**config.mk**
```make
export PLATFORM = sky130hd
export DESIGN_NAME = mips_bus_master_arb
export DESIGN_NICKNAME = d
export VERILOG_FILES = /design/src/rtl/mips_bus_master_arb.sv
export SDC_FILE = /design/constraint.sdc
export NUM_CORES = 1
export LEC_CHECK = 0
export ABC_CLOCK_PERIOD_IN_PS = 3400
export CORE_UTILIZATION = 30
export DETAILED_ROUTE_END_ITERATION = 16
export MAX_ROUTING_LAYER = met4
export PLACE_DENSITY = 0.66
export SLEW_MARGIN = 20
export SYNTH_ARGS = -nofsm -noshare
export SYNTH_HDL_FRONTEND = slang
export SYNTH_SLANG_ARGS = --single-unit
```
**constraint.sdc**
```tcl
create_clock -name clk -period 3.4 [get_ports clk]
set_clock_uncertainty 0.05 [all_clocks]
set_input_delay 0.34 -clock clk [delete_from_list [all_inputs] [get_ports clk]]
set_output_delay 0.34 -clock clk [all_outputs]
set_load 0.005 [all_outputs]
```
**src/rtl/mips_bus_master_arb.sv**
```systemverilog
// mips_bus_master_arb
// Arbitrates N_CH requesters (default: ch0 = instruction fetch, ch1 = load/store)
// onto one Avalon-MM master port. Each accepted request is a byte, halfword or
// word access. Misaligned accesses are answered with an error and never reach
// the bus.
//
// Ports:
//   clk, reset          clock, synchronous active-low reset
//   req_*               per-channel request bundle; req_ready pulses on accept
//   rsp_valid/rdata/err per-channel one-cycle response with extended load data
//   busy                high whenever the master is not idle
//   address, read, write, waitrequest, writedata, byteenable, readdata
//                       Avalon-MM master signals
module mips_bus_master_arb #(
    parameter int unsigned N_CH     = 2,
    parameter int unsigned ARB_MODE = 0,
    parameter int unsigned ADDR_W   = 32
) (
    input  logic                   clk,
    input  logic                   reset,
    input  logic [N_CH-1:0]        req_valid,
    input  logic [N_CH*ADDR_W-1:0] req_addr,
    input  logic [N_CH-1:0]        req_write,
    input  logic [N_CH*2-1:0]      req_size,
    input  logic [N_CH-1:0]        req_signed,
    input  logic [N_CH*32-1:0]     req_wdata,
    output logic [N_CH-1:0]        req_ready,
    output logic [N_CH-1:0]        rsp_valid,
    output logic [31:0]            rsp_rdata,
    output logic                   rsp_err,
    output logic                   busy,
    output logic [31:0]            address,
    output logic                   read,
    output logic                   write,
    input  logic                   waitrequest,
    output logic [31:0]            writedata,
    output logic [3:0]             byteenable,
    input  logic [31:0]            readdata
);

    localparam int unsigned IdxW = (N_CH > 1) ? $clog2(N_CH) : 1;

    typedef enum logic [1:0] {StIdle, StBus, StResp} state_e;

    state_e            state_q, state_d;
    logic [IdxW-1:0]   winner_q, winner_d;
    logic [IdxW-1:0]   last_grant_q, last_grant_d;
    logic              wr_q, wr_d;
    logic [1:0]        size_q, size_d;
    logic              signed_q, signed_d;
    logic [1:0]        alo_q, alo_d;
    logic              err_q, err_d;
    logic [31:0]       rdata_q, rdata_d;
    logic [31:0]       address_q, address_d;
    logic [31:0]       writedata_q, writedata_d;
    logic [3:0]        byteenable_q, byteenable_d;
    logic              read_q, read_d;
    logic              write_q, write_d;

    logic              grant_found;
    logic [IdxW-1:0]   grant_idx;
    int unsigned       cand;
    int unsigned       gsel;
    logic [31:0]       sel_addr;
    logic              sel_write;
    logic [1:0]        sel_size;
    logic              sel_signed;
    logic [31:0]       sel_wdata;
    logic              misaligned;
    logic [3:0]        sel_be;
    logic [31:0]       sel_wrep;
    logic [31:0]       shifted;
    logic [31:0]       load_ext;

    // Round-robin searches from last_grant+1 upward with wrap; fixed priority from 0.
    always_comb begin
        grant_found = 1'b0;
        grant_idx   = '0;
        cand        = 0;
        for (int unsigned i = 0; i < N_CH; i++) begin
            if (ARB_MODE == 32'd1) begin
                cand = i;
            end else begin
                cand = (32'(last_grant_q) + 32'd1 + i) % N_CH;
            end
            if (!grant_found && req_valid[IdxW'(cand)]) begin
                grant_found = 1'b1;
                grant_idx   = IdxW'(cand);
            end
        end
    end

    // Winning channel's fields, plus lane steering for the store path.
    always_comb begin
        gsel       = 32'(grant_idx);
        sel_addr   = 32'(req_addr[gsel*ADDR_W +: ADDR_W]);
        sel_write  = req_write[grant_idx];
        sel_size   = req_size[gsel*2 +: 2];
        sel_signed = req_signed[grant_idx];
        sel_wdata  = req_wdata[gsel*32 +: 32];

        misaligned = ((sel_size == 2'b01) && sel_addr[0]) ||
                     (sel_size[1] && (sel_addr[1:0] != 2'b00));

        unique case (sel_size)
            2'b00: begin
                sel_be   = 4'b0001 << sel_addr[1:0];
                sel_wrep = {4{sel_wdata[7:0]}};
            end
            2'b01: begin
                sel_be   = sel_addr[1] ? 4'b1100 : 4'b0011;
                sel_wrep = {2{sel_wdata[15:0]}};
            end
            default: begin
                sel_be   = 4'b1111;
                sel_wrep = sel_wdata;
            end
        endcase
    end

    // Load path: bring the addressed lane down to bit 0, then extend.
    always_comb begin
        shifted = readdata >> {alo_q, 3'b000};
        unique case (size_q)
            2'b00:   load_ext = signed_q ? {{24{shifted[7]}}, shifted[7:0]}
                                         : {24'h0, shifted[7:0]};
            2'b01:   load_ext = signed_q ? {{16{shifted[15]}}, shifted[15:0]}
                                         : {16'h0, shifted[15:0]};
            default: load_ext = shifted;
        endcase
    end

    always_comb begin
        state_d      = state_q;
        winner_d     = winner_q;
        last_grant_d = last_grant_q;
        wr_d         = wr_q;
        size_d       = size_q;
        signed_d     = signed_q;
        alo_d        = alo_q;
        err_d        = err_q;
        rdata_d      = rdata_q;
        address_d    = address_q;
        writedata_d  = writedata_q;
        byteenable_d = byteenable_q;
        read_d       = read_q;
        write_d      = write_q;
        req_ready    = '0;

        unique case (state_q)
            StIdle: begin
                if (grant_found) begin
                    // Masked in reset so no requester sees an accept that never happens.
                    if (reset) req_ready = N_CH'(1) << grant_idx;
                    winner_d     = grant_idx;
                    last_grant_d = grant_idx;
                    wr_d         = sel_write;
                    size_d       = sel_size;
                    signed_d     = sel_signed;
                    alo_d        = sel_addr[1:0];
                    err_d        = misaligned;
                    rdata_d      = '0;
                    if (misaligned) begin
                        state_d = StResp;
                    end else begin
                        state_d      = StBus;
                        address_d    = {sel_addr[31:2], 2'b00};
                        writedata_d  = sel_wrep;
                        byteenable_d = sel_be;
                        read_d       = !sel_write;
                        write_d      = sel_write;
                    end
                end
            end
            StBus: begin
                if (!waitrequest) begin
                    read_d       = 1'b0;
                    write_d      = 1'b0;
                    byteenable_d = 4'b0000;
                    if (!wr_q) rdata_d = load_ext;
                    state_d = StResp;
                end
            end
            StResp: begin
                state_d = StIdle;
            end
            default: begin
                state_d = StIdle;
            end
        endcase
    end

    always_ff @(posedge clk) begin
        if (!reset) begin
            state_q      <= StIdle;
            winner_q     <= '0;
            last_grant_q <= IdxW'(N_CH - 1);
            wr_q         <= 1'b0;
            size_q       <= 2'b00;
            signed_q     <= 1'b0;
            alo_q        <= 2'b00;
            err_q        <= 1'b0;
            rdata_q      <= '0;
            address_q    <= '0;
            writedata_q  <= '0;
            byteenable_q <= '0;
            read_q       <= 1'b0;
            write_q      <= 1'b0;
        end else begin
            state_q      <= state_d;
            winner_q     <= winner_d;
            last_grant_q <= last_grant_d;
            wr_q         <= wr_d;
            size_q       <= size_d;
            signed_q     <= signed_d;
            alo_q        <= alo_d;
            err_q        <= err_d;
            rdata_q      <= rdata_d;
            address_q    <= address_d;
            writedata_q  <= writedata_d;
            byteenable_q <= byteenable_d;
            read_q       <= read_d;
            write_q      <= write_d;
        end
    end

    always_comb begin
        rsp_valid = '0;
        if (state_q == StResp) rsp_valid = N_CH'(1) << winner_q;
    end

    assign rsp_err    = (state_q == StResp) && err_q;
    assign rsp_rdata  = rdata_q;
    assign busy       = (state_q != StIdle);
    assign address    = address_q;
    assign writedata  = writedata_q;
    assign byteenable = byteenable_q;
    assign read       = read_q;
    assign write      = write_q;

endmodule

```
==> Word level (Yosys, flattened, before mapping) <==
Index checks and enable logic that the tools add are counted.
{ "totals": {"ff_bits": 111, "output_inout_bits": 108} }
{ "op_classes": {"add_sub_neg": 2, "magnitude_cmp": 3, "n_mux": 41, "n_reduce_logical": 18, "bitwise_logic": 1, "eq_ne": 8, "shifts": 7} }
{ "op_table": {"columns": ["operator", "count"], "rows": [
  ["$pmux 32 s2", 3],
  ["$mux 32", 5],
  ["$shiftx 64x7->32", 2],
  ["$shr 32x5->32", 1],
  ["$mux 1", 17],
  ["$mux 4", 4],
  ["$pmux 4 s2", 2],
  ["$mux 2", 7],
  ["$ne 2x2->1 const B", 4],
  ["$reduce_and 4->1", 2],
  ["$eq 2x1->1 const B", 3],
  ["$logic_not 2->1", 3],
  ["$lt 1x2->1 const B", 3],
  ["$reduce_bool 2->1", 3],
  ["$logic_and 1x1->1", 4],
  ["$pmux 1 s2", 2],
  ["$pmux 2 s2", 1],
  ["$reduce_and 2->1", 2],
  ["$shiftx 4x3->2", 1],
  ["$shl 1x1->2 const A", 2],
  ["$shl 1x2->4 const A", 1],
  ["$reduce_and 3->1", 1],
  ["$add 1x1->1 const B", 2],
  ["$eq 2x2->1 const B", 1],
  ["other kinds (3)", 4]
]} }

==> Longest topological paths before layout <==
{ "logic_depth": {"ltp_word": 14, "ltp_mapped": 8} }

==> Least setup slack after synthesis <==
OpenSTA, ideal clock, no wires.
{ "synth_timing": {"kind": "register -> register", "start": "register state_q[0]", "end": "register writedata_q[29], in the netlist writedata[29]", "path_stages_with_launch": 9, "period_less_slack_ps": 1754, "setup_slack_ps": 1646, "t_required_ps": 3234, "setup_ps": 116, "n_path_buf": 3, "t_arrival_ps": 1588, "cell_sequence": "dfxtp_1 > buf_4 > nor2_1 > o21a_1 > a21boi_1 > buf_4 > buf_2 > nand2_1 > o211a_1"} }
{ "synth_between": {"elab_chain_cells": 2} }
{ "synth_rtl": {"columns": ["element", "line", "rtl"], "rows": [
  ["start, declared", "45", "state_e state_q, state_d;"],
  ["start signal, assigned", "195", "state_q <= StIdle;"],
  ["start signal, assigned", "210", "state_q <= state_d;"],
  ["$logic_not 2->1", "150", "unique case (state_q)"],
  ["$reduce_and 3->1 (no source line)", null, null],
  ["end signal, assigned", "220", "writedata_q <= writedata_d;"],
  ["end, declared", "55", "logic [31:0] writedata_q, writedata_d;"]
]} }
Every way passes these cells.
A chain may end at the register's enable or synchronous reset.

==> Final worst setup path <==
{ "layout_timing": {"start": "input req_valid[0]", "end": "output req_ready[1]"} }
{ "layout_between": {"elab_chain_cells": 10} }
{ "layout_rtl": {"columns": ["element", "line", "rtl"], "rows": [
  ["start, declared", "21", "input logic [N_CH-1:0] req_valid,"],
  ["$mux 1 (not written as such) (2 in a row)", "86", "if (!grant_found && req_valid[IdxW'(cand)]) begin"],
  ["$mux 1", "86", null],
  ["$logic_not 1->1", "86", null],
  ["$logic_and 1x1->1", "86", null],
  ["$mux 1", "86", null],
  ["$shl 1x1->2", "154", "if (reset) req_ready = N_CH'(1) << grant_idx;"],
  ["$mux 2", "154", null],
  ["$mux 2 *", "152", "if (grant_found) begin"],
  ["$mux 2 *", "150", null],
  ["end, declared", "27", "output logic [N_CH-1:0] req_ready,"]
]} }
Every way passes the cells marked *; elsewhere a longest branch is shown, timed or not. The select of a mux whose other input is x is not followed.

==> results summary <==
The area inside the core boundary is 20170 um^2. The number of sinks handled by clock tree synthesis came out at 111. The placed instances occupy a cell area of 9166 um^2. With fillers left out, the area of the finished cells amounts to 9503 um^2.

For this design the top-level I/O count stands at 281. The CTS H-tree depth came out at 3. The worst setup path is launched from an input port. The transition time at the pin with the least slew margin came out at 0.9267 ns. The die area is 21100 um^2.

The number of global-route vias before repair is 6089. The count of distinct cell types in the synthesized netlist came out at 45. The final critical delay including setup and external delays came out at 2.448 ns. The fraction of post-synthesis cell area in the top cell type by area is 36.09%. The signal on the critical path passes through clkdlybuf4s50_1, a21bo_2, buf_4, nor2_1, clkdlybuf4s50_1.

Hold timing on the final database bottoms out at a slack of 0.4044 ns. The number of flops mapped to enable cells by yosys is 0. The half-perimeter wire length of the detailed placement result is 17010 um. In the synthesized netlist, the cells that appear most often are sky130_fd_sc_hd__nand2_1 (199), sky130_fd_sc_hd__dfxtp_1 (111), sky130_fd_sc_hd__nand3_1 (68). The cell with the largest stage delay on the worst path is sky130_fd_sc_hd__clkdlybuf4s50_1. The pin count of the biggest net entering global routing is 67. Max-cap violations in this run came to 0. The remaining global-route overflow came out at 0. The maximum operating frequency came out at 408.5 MHz.

The total of fill cells in the finished design came out at 1989. Setup violations remaining at the end of the flow were counted as 0. No sink is reached through more buffers than the 2 on the longest clock path. The maximum fanout along the worst path is 33. By instance count, the cell type seen most on the critical path is sky130_fd_sc_hd__clkdlybuf4s50_1. The relative slew slack is 38.22%. The initial antenna violation count came to 2. The count of nets left with antenna violations once routing finished came out at 0. The relative area change from synthesis to final layout is 54.34%. The routed layout has 6516 vias. The post-detailed-route via-to-cell ratio came out at 5.047. The number of CTS-inserted buffers came out at 9. The number of max-slew violations in the final report is 0.

The internal power summed over all cells came out at 2745 uW. The net switching power of the design is 1143 uW. The total power of the final layout is 3888 uW. The number of register bits inferred by synthesis is 111.

The mean area per synthesized cell came out at 7.945 um^2. The row count is 52. CTS placed an instance of sky130_fd_sc_hd__clkbuf_16 at the clock tree root. The clock-pin slew on the worst setup and hold paths came out at 0.07 ns. The sum of routed wire length over all layers is 22550 um. After the last flow step, the layout net total stands at 1187. The average routed wire per standard cell came out at 17.47 um. The vertical extent of the die came out at 145.3 um. At the worst endpoint, the arrival time is 2.06 ns. Among all cell types in the netlist, the one instantiated most often is sky130_fd_sc_hd__nand2_1. The global-route usage over all layers came out at 21.99%. The delay of the slowest cell on the worst path came out at 0.54 ns. The instance count of the mapped netlist came out at 775. The worst setup path is of the in2out kind. The worst setup path is captured at an output port. The count of buffers from port buffering is 278. The share of cells above drive strength 1 is 4.809%. The flow ran to the end, and the final reports show no timing, DRC or antenna violations. The initial cell density of the core came out at 30.53%. The setup slack at placement came out at 0.6650 ns. The number of hold violations in the final report came to 0. The count of warnings emitted by yosys is 0. TritonCTS built the clock tree. The sequential share of the synthesized area is 36.09%. The setup TNS after final layout is 0 ns. The power per unit of standard cell area is 409.1 nW/um^2. The path class of the lowest-slack min-delay path is reg2reg. Of the available clock period, the critical path in the final layout requires 72.00%. The global placement routability congestion came out at 0.8881.

The quantity of gates resized following cts is 0. Of the total power, the clock network draws 30.2%. Together, buffers and inverters on the worst path number 3. Net switching is 29.41% of the power. The number of post-CTS setup repair buffers came out at 0. Setup repair after global routing left no endpoint under its margin.

The worst path required time is 3.01 ns. In the post-synthesis netlist, the biggest area contributors are sky130_fd_sc_hd__dfxtp_1 (36%), sky130_fd_sc_hd__nand2_1 (12%), sky130_fd_sc_hd__mux2i_1 (9.9%). The cell area after synthesis is 6157 um^2. The setup slack after layout is 0.9519 ns.

In this run the static leakage power is 0.004253 uW. The wire length of the first global-routing pass is 35120 um. The die width came out at 145.3 um.

The clock latency reported for the late side of the worst-skew pair is 0.35 ns. The cts-stage hold buffer count is 0. The first-iteration detailed-routing DRC count is 500. The prevailing post-synth register cell is sky130_fd_sc_hd__dfxtp_1. The number of detailed-route iterations in the first pass came out at 5. Combinational logic burns 30.9% of the power. The async set-or-reset flop fraction in the synthesized netlist came out at 0%. The number of design rule violations left after detail routing came out at 0. The sequential fraction of design power is 38.8%. The peak supply drop is 0.2757 mV. The cell family with the largest share of critical-path delay is buffers and inverters. The synthesized design spends more area on one cell type than any other, namely sky130_fd_sc_hd__dfxtp_1.
registers in the layout, indices dropped and copies added (netlist names):
register / flops
size_q: 2
wr_q: 1
winner_q: 1
read: 1
alo_q: 2
state_q: 2
byteenable: 4
write: 1
address: 30
err_q: 1
rsp_rdata: 32
last_grant_q: 1
writedata: 32
signed_q: 1
cell usage in the layout (no fill, tap or decap), types with 3 or more instances in the layout:
cell                                n
sky130_fd_sc_hd__clkdlybuf4s50_1  277
sky130_fd_sc_hd__nand2_1          199
sky130_fd_sc_hd__dfxtp_1          111
sky130_fd_sc_hd__nand3_1           68
sky130_fd_sc_hd__o21ai_0           61
sky130_fd_sc_hd__mux2i_1           61
sky130_fd_sc_hd__o211a_1           52
sky130_fd_sc_hd__buf_4             19
sky130_fd_sc_hd__nor2b_1           18
sky130_fd_sc_hd__a21o_1            16
sky130_fd_sc_hd__a21oi_1           15
sky130_fd_sc_hd__a21boi_0          14
sky130_fd_sc_hd__nor2_1            11
sky130_fd_sc_hd__clkbuf_16          9
sky130_fd_sc_hd__a22o_1             8
sky130_fd_sc_hd__a211o_1            7
sky130_fd_sc_hd__a32oi_1            7
sky130_fd_sc_hd__nor3_1             6
sky130_fd_sc_hd__o22ai_1            6
sky130_fd_sc_hd__inv_1              5
sky130_fd_sc_hd__buf_12             4
sky130_fd_sc_hd__and3b_1            3
sky130_fd_sc_hd__a21boi_1           3
tightest hold or removal path, cell delays in order (launching register included):
cell	delay [ns]
sky130_fd_sc_hd__dfxtp_1	0.31
sky130_fd_sc_hd__nand2_1	0.05
sky130_fd_sc_hd__a21boi_1	0.05
path summary, 6_finish.rpt:
check	start	to	slack (ns)	cells after the start
min reg2reg	writedata[23]$_SDFFE_PN0P_	writedata[23]$_SDFFE_PN0P_	0.40	2
max	req_valid[0]	req_ready[1]	0.95	5
max reg2reg	alo_q[1]$_SDFFE_PN0P_	rsp_rdata[19]$_SDFFE_PN0P_	0.95	7
min	writedata[23]$_SDFFE_PN0P_	writedata[23]$_SDFFE_PN0P_	0.40	2
cell type report:
type	instances	area [um^2]	area share, %
Antenna cell	2	5.005	0.05267
Sequential cell	111	2222	23.38
Multi-Input combinational cell	587	3592	37.80
Inverter	5	18.77	0.1975
Clock inverter	6	92.59	0.9743
Tap cell	270	337.8	3.555
Clock buffer	10	239.0	2.515
Timing Repair Buffer	300	2995	31.52
through the flow:
step	cells	utilization, %
after floorplan	776	-
after global placement	1273	45.45
after detailed placement	1273	45.45
after CTS	1289	47.09
after global routing	1291	47.12
final	1291	47.12
per-layer routing:
layer / vias to the layer above / global-route usage (%) / share of wire, %
met1: 2997 / 29.71 / 46
met5: - / - / 0
met4: 0 / 9.632 / 3.5
met2: 260 / 32.21 / 44
met3: 46 / 3.553 / 6.1
li1: 3213 / - / -
cell families after synthesis:
logic type	share of synthesized area [%]
compound gates	24.30
buf+inv	5.995
flops	36.09
mux	10.10
other cells	0.06090
simple gates	23.45
power groups by stage:
stage | clock network (uW) | registers (uW) | logic, uW
CTS | 1220 | 1510 | 1210
global route | 1270 | 1530 | 1300
global placement | 0 | 1540 | 1200
detailed placement | 0 | 1540 | 1200
finish | 1180 | 1510 | 1200
floorplan | 0 | 1530 | 582
No activity file was read; power rests on OpenSTA's default activity.
